[src/rtl/note_playback_reader_pkg.sv]
// Shared definitions for the note playback reader: state encoding and the
// recorded-entry field layout (press flag, key, delta; MSB first), which the
// recorder must agree with.
package note_playback_reader_pkg;

    localparam int unsigned DEF_ADDR_W   = 8;
    localparam int unsigned DEF_KEY_W    = 5;
    localparam int unsigned DEF_NUM_KEYS = 32;
    localparam int unsigned DEF_DELTA_W  = 16;

    typedef enum logic [2:0] {
        PB_IDLE  = 3'd0,
        PB_FETCH = 3'd1,
        PB_LATCH = 3'd2,
        PB_WAIT  = 3'd3,
        PB_EMIT  = 3'd4,
        PB_DONE  = 3'd5
    } pb_state_e;

    // Delta occupies the low bits, key sits directly above it
    function automatic int unsigned entry_key_lsb(input int unsigned delta_w);
        return delta_w;
    endfunction

    // Press flag is the entry MSB
    function automatic int unsigned entry_press_pos(input int unsigned key_w,
                                                    input int unsigned delta_w);
        return key_w + delta_w;
    endfunction

    function automatic int unsigned entry_width(input int unsigned key_w,
                                                input int unsigned delta_w);
        return 1 + key_w + delta_w;
    endfunction

endpackage

[src/rtl/playback_delta_timer.sv]
// Counts timebase ticks up to the current entry's delta; saturates there.
module playback_delta_timer #(
    parameter int unsigned DELTA_W = 16
) (
    input  logic               clk,
    input  logic               rst,
    input  logic               load,
    input  logic               tick,
    input  logic [DELTA_W-1:0] delta,
    output logic               expired
);

    logic [DELTA_W-1:0] cnt_q;

    // Clear on load, otherwise count ticks until the delta is reached
    always_ff @(posedge clk or posedge rst) begin
        if (rst) begin
            cnt_q <= '0;
        end else if (load) begin
            cnt_q <= '0;
        end else if (tick && (cnt_q != delta)) begin
            cnt_q <= cnt_q + DELTA_W'(1);
        end
    end

    assign expired = (cnt_q == delta);

endmodule

[src/rtl/note_playback_reader.sv]
// Replays recorded key events from the recording RAM, waiting each entry's
// delta in timebase ticks, and drives a held-note bitmap plus event strobe.
module note_playback_reader
    import note_playback_reader_pkg::*;
#(
    parameter int unsigned ADDR_W   = DEF_ADDR_W,
    parameter int unsigned KEY_W    = DEF_KEY_W,
    parameter int unsigned NUM_KEYS = DEF_NUM_KEYS,
    parameter int unsigned DELTA_W  = DEF_DELTA_W
) (
    input  logic                        CLOCK_50,
    input  logic                        reset,
    input  logic                        start,
    input  logic                        stop,
    input  logic                        loopEnable,
    input  logic                        tick,
    input  logic [ADDR_W:0]             entryCount,
    output logic [ADDR_W-1:0]           memAddr,
    input  logic [KEY_W+DELTA_W:0]      memReadData,
    output logic [NUM_KEYS-1:0]         noteActive,
    output logic                        eventValid,
    output logic [KEY_W-1:0]            eventKey,
    output logic                        eventPress,
    output logic                        playing,
    output logic                        done
);

    localparam int unsigned CNT_W     = ADDR_W + 1;
    localparam int unsigned ENTRY_W   = entry_width(KEY_W, DELTA_W);
    localparam int unsigned KEY_LSB   = entry_key_lsb(DELTA_W);
    localparam int unsigned PRESS_POS = entry_press_pos(KEY_W, DELTA_W);

    pb_state_e            state_q, state_d;
    logic [ADDR_W-1:0]    index_q, index_d;
    logic [CNT_W-1:0]     count_q, count_d;
    logic [ENTRY_W-1:0]   entry_q, entry_d;
    logic [NUM_KEYS-1:0]  notes_q, notes_d;
    logic                 ev_valid_q, ev_valid_d;
    logic [KEY_W-1:0]     ev_key_q, ev_key_d;
    logic                 ev_press_q, ev_press_d;
    logic                 playing_q, playing_d;
    logic                 done_q, done_d;

    logic                 timer_load;
    logic                 timer_tick;
    logic                 timer_expired;
    logic [KEY_W-1:0]     entry_key;
    logic                 entry_press;
    logic [DELTA_W-1:0]   entry_delta;

    assign entry_key   = entry_q[KEY_LSB +: KEY_W];
    assign entry_press = entry_q[PRESS_POS];
    assign entry_delta = entry_q[DELTA_W-1:0];

    // Ticks only advance the delay while waiting on an entry
    assign timer_tick = tick && (state_q == PB_WAIT);

    playback_delta_timer #(
        .DELTA_W (DELTA_W)
    ) u_delta_timer (
        .clk     (CLOCK_50),
        .rst     (reset),
        .load    (timer_load),
        .tick    (timer_tick),
        .delta   (entry_delta),
        .expired (timer_expired)
    );

    // State and registered outputs
    always_ff @(posedge CLOCK_50 or posedge reset) begin
        if (reset) begin
            state_q    <= PB_IDLE;
            index_q    <= '0;
            count_q    <= '0;
            entry_q    <= '0;
            notes_q    <= '0;
            ev_valid_q <= 1'b0;
            ev_key_q   <= '0;
            ev_press_q <= 1'b0;
            playing_q  <= 1'b0;
            done_q     <= 1'b0;
        end else begin
            state_q    <= state_d;
            index_q    <= index_d;
            count_q    <= count_d;
            entry_q    <= entry_d;
            notes_q    <= notes_d;
            ev_valid_q <= ev_valid_d;
            ev_key_q   <= ev_key_d;
            ev_press_q <= ev_press_d;
            playing_q  <= playing_d;
            done_q     <= done_d;
        end
    end

    // Next-state and next-output logic; stop overrides everything
    always_comb begin
        state_d    = state_q;
        index_d    = index_q;
        count_d    = count_q;
        entry_d    = entry_q;
        notes_d    = notes_q;
        ev_valid_d = 1'b0;
        ev_key_d   = ev_key_q;
        ev_press_d = ev_press_q;
        done_d     = 1'b0;
        timer_load = 1'b0;

        case (state_q)
            PB_IDLE: begin
                if (start) begin
                    count_d = entryCount;
                    index_d = '0;
                    state_d = (entryCount == '0) ? PB_DONE : PB_FETCH;
                end
            end
            PB_FETCH: begin
                state_d = PB_LATCH;
            end
            PB_LATCH: begin
                entry_d    = memReadData;
                timer_load = 1'b1;
                state_d    = PB_WAIT;
            end
            PB_WAIT: begin
                if (timer_expired) begin
                    ev_valid_d         = 1'b1;
                    ev_key_d           = entry_key;
                    ev_press_d         = entry_press;
                    notes_d[entry_key] = entry_press;
                    state_d            = PB_EMIT;
                end
            end
            PB_EMIT: begin
                if ((CNT_W'(index_q) + CNT_W'(1)) < count_q) begin
                    index_d = index_q + ADDR_W'(1);
                    state_d = PB_FETCH;
                end else if (loopEnable) begin
                    index_d = '0;
                    notes_d = '0;
                    state_d = PB_FETCH;
                end else begin
                    state_d = PB_DONE;
                end
            end
            PB_DONE: begin
                done_d  = 1'b1;
                notes_d = '0;
                state_d = PB_IDLE;
            end
            default: begin
                state_d = PB_IDLE;
            end
        endcase

        if (stop) begin
            state_d    = PB_IDLE;
            notes_d    = '0;
            ev_valid_d = 1'b0;
            done_d     = 1'b0;
        end

        playing_d = (state_d != PB_IDLE) && (state_d != PB_DONE);
    end

    assign memAddr    = index_q;
    assign noteActive = notes_q;
    assign eventValid = ev_valid_q;
    assign eventKey   = ev_key_q;
    assign eventPress = ev_press_q;
    assign playing    = playing_q;
    assign done       = done_q;

endmodule
[config.mk]
export PLATFORM = sky130hd
export DESIGN_NAME = note_playback_reader
export DESIGN_NICKNAME = d
export VERILOG_FILES = /design/src/rtl/note_playback_reader_pkg.sv /design/src/rtl/playback_delta_timer.sv /design/src/rtl/note_playback_reader.sv
export SDC_FILE = /design/constraint.sdc
export NUM_CORES = 1
export LEC_CHECK = 0
export BUFFER_PORTS_ARGS = -buffer_cell sky130_fd_sc_hd__buf_4
export CAP_MARGIN = 20
export CORE_MARGIN = 2
export CORE_UTILIZATION = 25
export DETAILED_ROUTE_END_ITERATION = 10
export PLACE_DENSITY_LB_ADDON = 0.3
export SETUP_SLACK_MARGIN = 0.15
export SYNTH_ARGS = -nofsm -noshare
export SYNTH_HDL_FRONTEND = slang
export SYNTH_SLANG_ARGS = --single-unit
[constraint.sdc]
create_clock -name CLOCK_50 -period 4.4 [get_ports CLOCK_50]
set_input_delay 0.88 -clock CLOCK_50 [delete_from_list [all_inputs] [get_ports CLOCK_50]]
set_output_delay 0.88 -clock CLOCK_50 [all_outputs]
set_load 0.005 [all_outputs]
==> summary.txt <==
Min path
  • Worst Hold Class: reg -> reg
  • Worst hold stages: 2
  • Hold Startpoint: entry_q[8]$_DFFE_PP0N_

STA
  • RSZ-0062 raised after global routing: false
  • Max frequency: ~300 MHz
  • Tmin final: between 3 and 4 ns
  • Worst slew pin tran: between 0.9 and 1 ns
  • Fin crit share: 0.752
  • Setup-failing EPs final: 0
  • Final Max Tran Viols: 0
  • Clock skew: approximately 0.014 ns
  • Final Hold Violating Endpoints: 0
  • TNS Setup: 0 ns
  • Max_slew headroom: 0.392

Placement
  • Inst Count DP: about 900
  • IO Port Bufs: 85
  • Routability congestion estimate from global placement: ~0.80
  • Final HPWL DP: around 9400 microns

Yosys
  • Largest family of logic cells by synthesized area: simple AND/OR/NAND/NOR gates
  • Post-synthesis compound-gate area fraction: 0.154
  • Seq/Total Area, Yosys: 0.479
  • Dominant cell type by area after synthesis: dfrtp_1
  • Synth top cells by count: nand2_1, dfrtp_1, a21oi_1
  • Post-synth EDFFs: 0
  • Ys Warns: 0
  • Cell area after synthesis: a little over 0.005 sq mm
  • Ys async rst share: 1.00
  • Synth cell types: 48
  • Synth Area in Adders: 0.0242
  • FF+latch count, synth: 99
  • Predominant post-synthesis flop cell: dfrtp_1
  • Post-Synth XOR/XNOR Area: 0.0424
  • Avg Cell Area, Syn: ~9.1 sq um
  • Mapped Cells: 569
  • Post-synth top area share: 0.479
  • Dominant cells by area after synthesis: dfrtp_1, nand2_1, a21oi_1, nand2b_1, o22ai_1
  • Post-Synth Simple-Gate Area: 0.241
  • Mux contribution to synthesized area: 0.0208
  • Count leader, synth: nand2_1
  • Syn_nets: just over 600

CTS
  • Cts bufs inserted: 9
  • CTS tree: built
  • Worst-skew pair later-pin latency: roughly 0.37 ns
  • Hold_buf cts: 0
  • Postcts setup bufs: 0
  • Clock root buffer: clkbuf_16
  • CTS H-tree depth: 3
  • PostCTS Resize Cnt: 0
  • CTS Sinks: 99
  • Clock transition at path regs: approximately 0.080 ns
  • Clock Path Buffers: 2

Floorplanning
  • Io pins: 86
  • Std-Cell Rows: 52
  • Die ar.: approximately 0.022 sq mm
  • Core area: 0.0202 sq mm
  • Die H: about 150 microns
  • Die Width: approximately 150 microns
  • Initial core utilization: 0.255

Global routing
  • Vias in the first global route: between 4,000 and 5,000
  • Grt ovf: 0
  • Initial antenna violation count: 0
  • Pin count of the biggest net entering global routing: between 50 and 60
  • First-pass GRT wire length: roughly 22,000 microns
  • Tot GR Track Use: 0.127

Power
  • Worst vdd ir: ~170 uV
  • PwrDens: ~370 mW/mm^2
  • Leak Pwr: around 3.1 nW

Setup path
  • CP Capture Type: flop
  • Worst path required time: 4.66 ns
  • Crit path from: memAddr[0]$_DFFE_PP0P_
  • Worst r2r src: memAddr[0]$_DFFE_PP0P_
  • CP Capture Point: noteActive[0]$_DFFE_PP0P_
  • CP Class: reg -> reg
  • Reg2reg path depth: 12
  • Critical Path Fanout Max: 16
  • Worst Setup Start Kind: flop
  • Crit path DAT: ~3.6 ns
  • Reg2Reg Capture Point: noteActive[0]$_DFFE_PP0P_
  • Reg2reg setup slack: 1.09 ns

Layout
  • Final #Nets: 684
  • FILL cells: 2,127
  • N_diodes: 0
  • Synth-to-layout area growth: 23.6%
  • FF+latch area: between 0.002 and 0.0025 sq mm
  • Final Instance Count excl. Fillers: 912
  • Share of cells above drive strength 1: 0.196
  • Area of the multi-input gates: 0.00249 sq mm

Route
  • Routed wire length per instance: between 10 and 15 microns
  • Via density: 4.67
  • DRT iter0 DRCs: between 300 and 400
  • Detailed-route DRC error count: 0
  • Drt first pass iters: 4
  • Final WL: 13,400 microns
  • Detailed-route via count: about 4,300
  • Detail Route Antenna Nets: 0

Run status
  • Status: finished, final reports clean

Run
  • Max cap viols: 0
## layout make-up
class,count,area share
clock buffers,9,0.0353
well taps,270,0.0529
clock inverters,7,0.0186
multi-input cells,423,0.391
repair buffers,91,0.107
inverters,13,0.00803
flip-flops and latches,99,0.388
## how the worst min path moves through the flow
stage	to	slack (ns)
final	entry_q[8]$_DFFE_PP0N_	0.50
after global routing	eventKey[4]$_DFFE_PP0P_	0.53
after CTS	entry_q[8]$_DFFE_PP0N_	0.50
after detailed placement	entry_q[8]$_DFFE_PP0N_	0.49
after global placement	entry_q[8]$_DFFE_PP0N_	0.48
after floorplan	entry_q[15]$_DFFE_PP0N_	0.47
## power breakdown
part           internal [mW]  switching (mW)  leakage (nW)
sequential             0.998           0.111          1.33
combinational          0.135           0.227          1.56
clock                  0.518           0.405         0.169
## cells in the final DEF (no fill, tap or decap), types with 5 or more instances in the layout
master / netlist / routed
nand2b_1: 41 / 41
buf_4: 0 / 91
ha_1: 10 / 10
and3_1: 7 / 7
o22ai_1: 31 / 31
a31oi_1: 8 / 8
nor3_1: 9 / 9
nor2_1: 15 / 14
or3_1: 5 / 5
dfrtp_1: 99 / 99
clkbuf_16: 0 / 9
xnor2_1: 6 / 6
and2_1: 5 / 5
xor2_1: 19 / 19
inv_1: 13 / 12
nor4_1: 6 / 6
nand3_1: 15 / 15
nand2_1: 105 / 105
or4_1: 5 / 5
a21oi_1: 62 / 62
o21ai_0: 21 / 21
mux2_2: 6 / 6
## metal layers
metal,share of wire,track usage,wire length [microns],vias up
li1,-,-,-,2126
met1,0.49,0.177,6530,2041
met2,0.46,0.201,6200,80
met3,0.040,0.0265,533,13
met4,0.014,0.0375,182,0
met5,0,0,0,-
## cell families (layout without fill, tap and decap cells)
group	Yosys count	in the layout
buf+inv	47	120
simple gates	239	239
flops	99	99
fa+ha+maj	10	10
xor+xnor	25	25
compound gates	139	139
mux	10	10
## through the flow
step | setup WS (ns) | power, mW | util | hold WS, ns | instance area (sq um)
after detailed placement | 1.12 | 1.50 | 0.299 | 0.485 | 6040
after floorplan | 0.930 | 1.36 | - | 0.465 | 5170
after global routing | 0.871 | 2.52 | 0.316 | 0.532 | 6390
final | 1.09 | 2.40 | 0.316 | 0.502 | 6390
after CTS | 1.11 | 2.42 | 0.316 | 0.505 | 6390
after global placement | 1.20 | 1.49 | 0.299 | 0.481 | 6040
## critical path: stages, from the launching register on
cell,delay (ns)
dfrtp_1,0.46
ha_1,0.27
nand3_1,0.17
or3_1,0.40
nand2_1,0.08
ha_1,0.21
and3_1,0.16
a221oi_1,0.33
o211ai_1,0.14
buf_4,0.22
o221a_2,0.23
or3b_2,0.47
o311ai_1,0.08
## flip-flops by register name (all words and copies together), names as in the netlist
signal / cells
noteActive: 32
playing: 1
eventValid: 1
eventPress: 1
memAddr: 8
count_q: 9
u_delta_timer.cnt_q: 16
entry_q: 22
state_q: 3
done: 1
eventKey: 5
Note: power is estimated with default switching activity, not from simulation.
